`config.mk`:
```
export PLATFORM = sky130hd
export DESIGN_NAME = clock_set_ctrl
export DESIGN_NICKNAME = d
export VERILOG_FILES = /design/src/rtl/clock_set_ctrl.sv
export SDC_FILE = /design/constraint.sdc
export NUM_CORES = 1
export LEC_CHECK = 0
export CAP_MARGIN = 20
export CORE_UTILIZATION = 50
export CTS_CLUSTER_SIZE = 10
export DETAILED_ROUTE_END_ITERATION = 8
export PLACE_DENSITY = 0.77
export SKIP_LAST_GASP = 1
export SLEW_MARGIN = 20
export SYNTH_ARGS = -nofsm -noshare
export SYNTH_HDL_FRONTEND = slang
export SYNTH_SLANG_ARGS = --single-unit
```
`constraint.sdc`:
```
create_clock -name i_clk -period 1.9 [get_ports i_clk]
set_clock_uncertainty 0.2 [all_clocks]
set_input_delay 0.38 -clock i_clk [delete_from_list [all_inputs] [get_ports i_clk]]
set_output_delay 0.38 -clock i_clk [all_outputs]
set_load 0.02 [all_outputs]
```
`src/rtl/clock_set_ctrl.sv`:
```
// Time-setting controller: debouncer enable prescaler, RUN/SET_H/SET_M/SET_S sequencing,
// edit registers and the single-cycle load strobe towards the timekeeper.
module clock_set_ctrl #(
  parameter int unsigned TICK_DIV        = 200000,
  parameter int unsigned AUTO_EXIT_TICKS = 5000
) (
  input  logic       i_clk,
  input  logic       i_rst,
  output logic       o_db_ena,
  input  logic       i_mode_pulse,
  input  logic       i_inc_pulse,
  input  logic       i_dec_pulse,
  input  logic [4:0] i_hours,
  input  logic [5:0] i_mins,
  input  logic [5:0] i_secs,
  output logic       o_run,
  output logic       o_load,
  output logic [4:0] o_hours,
  output logic [5:0] o_mins,
  output logic [5:0] o_secs,
  output logic [1:0] o_field
);

  localparam int unsigned PrescW = (TICK_DIV > 1) ? $clog2(TICK_DIV) : 1;
  localparam int unsigned IdleW  = $clog2(AUTO_EXIT_TICKS + 1);
  localparam logic [PrescW-1:0] PrescMax = PrescW'(TICK_DIV - 1);
  localparam logic [IdleW-1:0]  IdleLast = IdleW'(AUTO_EXIT_TICKS - 1);

  typedef enum logic [1:0] {
    StRun  = 2'd0,
    StSetH = 2'd1,
    StSetM = 2'd2,
    StSetS = 2'd3
  } state_e;

  state_e            state_q, state_d;
  logic [PrescW-1:0] presc_q, presc_d;
  logic              ena_q, ena_d;
  logic [IdleW-1:0]  idle_q, idle_d;
  logic              load_q, load_d;
  logic [4:0]        hours_q, hours_d;
  logic [5:0]        mins_q, mins_d;
  logic [5:0]        secs_q, secs_d;

  logic tick, any_press, step_up, step_dn;

  // One modular step on a field whose legal range is 0..max.
  function automatic logic [5:0] wrap_step(logic [5:0] value, logic [5:0] max, logic up);
    logic [5:0] res;
    if (up) begin
      res = (value == max) ? 6'd0 : value + 6'd1;
    end else begin
      res = (value == 6'd0) ? max : value - 6'd1;
    end
    return res;
  endfunction

  // Pulses only matter on the enable tick, so each debounced press is seen once.
  assign tick      = ena_q;
  assign any_press = i_mode_pulse | i_inc_pulse | i_dec_pulse;
  assign step_up   = i_inc_pulse & ~i_dec_pulse;
  assign step_dn   = i_dec_pulse & ~i_inc_pulse;

  always_comb begin
    state_d = state_q;
    presc_d = presc_q + PrescW'(1);
    ena_d   = 1'b0;
    idle_d  = idle_q;
    load_d  = 1'b0;
    hours_d = hours_q;
    mins_d  = mins_q;
    secs_d  = secs_q;

    if (presc_q == PrescMax) begin
      presc_d = '0;
      ena_d   = 1'b1;
    end

    unique case (state_q)
      StRun: begin
        idle_d = '0;
        if (tick && i_mode_pulse) begin
          hours_d = i_hours;
          mins_d  = i_mins;
          secs_d  = i_secs;
          state_d = StSetH;
        end
      end
      default: begin
        if (tick) begin
          if (any_press) begin
            idle_d = '0;
          end else if (idle_q == IdleLast) begin
            idle_d  = '0;
            state_d = StRun;
            load_d  = 1'b1;
          end else begin
            idle_d = idle_q + IdleW'(1);
          end

          if (i_mode_pulse) begin
            unique case (state_q)
              StSetH:  state_d = StSetM;
              StSetM:  state_d = StSetS;
              default: begin
                state_d = StRun;
                load_d  = 1'b1;
              end
            endcase
          end else if (step_up || step_dn) begin
            unique case (state_q)
              StSetH:  hours_d = 5'(wrap_step({1'b0, hours_q}, 6'd23, step_up));
              StSetM:  mins_d  = wrap_step(mins_q, 6'd59, step_up);
              default: secs_d  = wrap_step(secs_q, 6'd59, step_up);
            endcase
          end
        end
      end
    endcase
  end

  always_ff @(posedge i_clk) begin
    if (i_rst) begin
      state_q <= StRun;
      presc_q <= '0;
      ena_q   <= 1'b0;
      idle_q  <= '0;
      load_q  <= 1'b0;
      hours_q <= '0;
      mins_q  <= '0;
      secs_q  <= '0;
    end else begin
      state_q <= state_d;
      presc_q <= presc_d;
      ena_q   <= ena_d;
      idle_q  <= idle_d;
      load_q  <= load_d;
      hours_q <= hours_d;
      mins_q  <= mins_d;
      secs_q  <= secs_d;
    end
  end

  assign o_db_ena = ena_q;
  assign o_run    = (state_q == StRun);
  assign o_load   = load_q;
  assign o_field  = state_q;
  assign o_hours  = hours_q;
  assign o_mins   = mins_q;
  assign o_secs   = secs_q;

endmodule

```
==> metrics <==
status completed; H-tree Lvls 2; vias in the first global route 2,917; crit start category flip-flop; r2r setup slk 0.04 ns; WHS Path Cells 1; Final period util 98.12%; asr flop ratio synth 0%; Synth Area in Adders 5.447%; reg2reg start o_secs[0]; Cells after DPL 527; share of layout cells above drive strength 1 23.88%; CP Data Arrival Time 1.28 ns; Initial DRT Pass Iterations 4; met1 GRT Util 29.42%; Final Max Slew Viols 0; R2R cell count 6; Synth top cells by count nor2_1, dfxtp_1, xor2_1, nand2_1, nand3_1; setup TNS 0 ns; GR peak layer met2; DRT iter0 DRCs 164; Pwr per Cell Area 448.5 nW/µm²; Non-Filler Instances 544; cell count after synthesis 393; Yosys cell types 58; Ports 44; Initial Util 53.06%; synth top area cells dfxtp_1, xor2_1, nor2_1; synth-to-layout area growth 31.87%; final hold vios 0; internal power 1.439 mW; Max VDD drop 0.4902 mV; max_slew headroom 66.44%; yosys warns 0; post-synthesis mux area share 0.3113%; total vias in the final route 3,180; first-pass GRT wire length 13,000 µm; CP required 1.32 ns; GP Congestion 0.8913; WL final 8129 µm; average wire per standard cell 14.94 µm; fraction of the mapped netlist area in simple logic gates 25.18%; clk root buf clkbuf_8; most common cell in the netlist nor2_1; xor and xnor area share after synthesis 10.35%; Most used DFF post-synth dfxtp_1; Combinational Power Share 8.2%; Worst Tran Pin Value 0.4988 ns; Final min period 1.864 ns; fin util 69.96%; Clock power frac 34.2%; Setup CP Type flip-flop to primary output; Layout Nets 504; Hold Buf Count CTS 0; RSZ-0062 raised after global routing yes; beginning of the worst hold path presc_q[0]; Synth Area in Compound Gates 18.83%; core area 6061 µm²; Seq/Total Area, Yosys 32.37%; number of remaining DRC errors 0; Via density 5.846; diode count 0; Crit Path Max Fanout 9; Num CTS Buffers 5; Hold Crit Class flip-flop to flip-flop; Seq pwr share 57.7%; die height 82.20 µm; initial antenna violation count 0; DPL Wire Length 5652 µm; Synth top area share 32.37%; syn_area_per_cell 8.182 µm²; Min-Delay Endpoint presc_q[0]; Reg2Reg Capture Point o_secs[0]; Final ANT Viol Nets 0; Worst setup EP type primary output; Worst-path clk slew 0.10 ns; Die Width 82.20 µm; final setup fails 0; Post-Syn Area 3216 µm²; met3 Track Usage GR 6.484%; die area 6756 µm²; Post-synth EDFFs 0; sw frac 24.33%; largest net degree at the start of global routing 19; Yosys reg bits 52; clock sink count 52; clk_lat worst skew 0.31 ns; All-Layer GR Usage 24.70%; syn nets 429; leading area contributor after synthesis dfxtp_1; Pleak 1.725 nW; CTS tree built; f_max 536.4 MHz; largest family of logic cells by synthesized area simple AND/OR/NAND/NOR gates; clk buf depth 2; Max Cap Violations 0; met2 Usage GRT 42.23%; Sw Pwr 0.4627 mW; GRT overflow 0; port bufs 43; Core Rows 28
-- cell families (layout without fill, tap and decap cells) --
family                     after synthesis  after routing
and+or+nand+nor                        161            161
AOI/OAI and AO/OA                       85             86
DFF                                     52             52
buffers and inverters                   42            117
xor gates and xnor gates                38             38
adders and majority gates               14             14
muxes                                    1              1
-- worst max-delay path, cell delays in order (launching register included) --
cell             delay (ns)
dfxtp_4                0.36
inv_1                  0.11
ha_4                   0.23
clkdlybuf4s15_2        0.28
-- worst max path at each step --
stage	startpoint	end	slack [ns]
finish	o_field[1]	o_run	0.04
global route	o_mins[5]	o_mins[3]	-0.10
CTS	o_field[0]	o_run	-0.006
detailed placement	i_inc_pulse	o_hours[3]	-0.71
global placement	i_dec_pulse	o_hours[3]	-0.61
floorplan	o_secs[3]	o_secs[0]	-0.02
-- layer usage --
layer | part of all wire [%] | routed length, µm
met1 | 42 | 3444
met2 | 49 | 3978
met3 | 6.9 | 560
met4 | 1.8 | 145
met5 | 0 | 0
-- final cells by class --
class / instances / area, µm²
clock buffer: 6 / 72.57
fill: 453 / 1821
multi-input combinational: 300 / 2140
tap: 75 / 93.84
clock inverter: 2 / 16.27
inverter: 17 / 63.81
sequential: 52 / 1061
timing repair buffer: 92 / 793.3
-- power groups by stage --
stage	registers (mW)	logic (mW)	clock network [mW]
final	1.10	0.155	0.650
after global routing	1.10	0.167	0.713
after global placement	1.12	0.135	0
after floorplan	1.12	0.0701	0
after detailed placement	1.12	0.138	0
after CTS	1.10	0.151	0.667
-- per-stage QoR --
step           cell area, µm²  setup WS (ns)  power (mW)  hold WS, ns
6_report                 4240        0.03571       1.902       0.2851
2_1_floorplan            3284       -0.02170       1.191       0.2376
5_1_grt                  4240        -0.1037       1.978       0.3223
3_3_place_gp             3936        -0.6138       1.257       0.2614
3_5_place_dp             3936        -0.7067       1.260       0.2716
4_1_cts                  4125      -0.006221       1.915       0.2953
-- state kept, by name, summed over array words and instances, names as in the netlist --
| name | count |
|---|---|
| presc_q | 18 |
| idle_q | 13 |
| o_mins | 6 |
| o_secs | 6 |
| o_hours | 5 |
| o_field | 2 |
| o_db_ena | 1 |
| o_load | 1 |
-- placed cells by master, fill, tap and decap left out, types with 4 or more instances in the layout --
cell type / count
nor2_1: 54
buf_4: 47
dfxtp_1: 40
xor2_1: 28
nand2_1: 22
nand3_1: 21
clkdlybuf4s50_1: 20
dlygate4sd2_1: 17
o21ai_0: 14
a21oi_1: 13
inv_1: 12
nor3_1: 12
a211oi_1: 11
xnor2_1: 10
dfxtp_2: 10
ha_1: 9
nand4_1: 8
and3_1: 7
inv_2: 5
nor4_1: 5
and4_1: 5
clkbuf_8: 5
a31oi_1: 4
-- repair_timing --
| item | CTS | global route |
|---|---|---|
| endpoints found under the setup margin | 47 | 19 |
| gates cloned | 1 | 0 |
| hold endpoints to repair | 0 | 0 |
| setup buffers | 5 | 3 |
| pin swaps | 8 | 8 |
| gates resized for setup | 40 | 31 |
No activity file was read; power rests on OpenSTA's default activity.
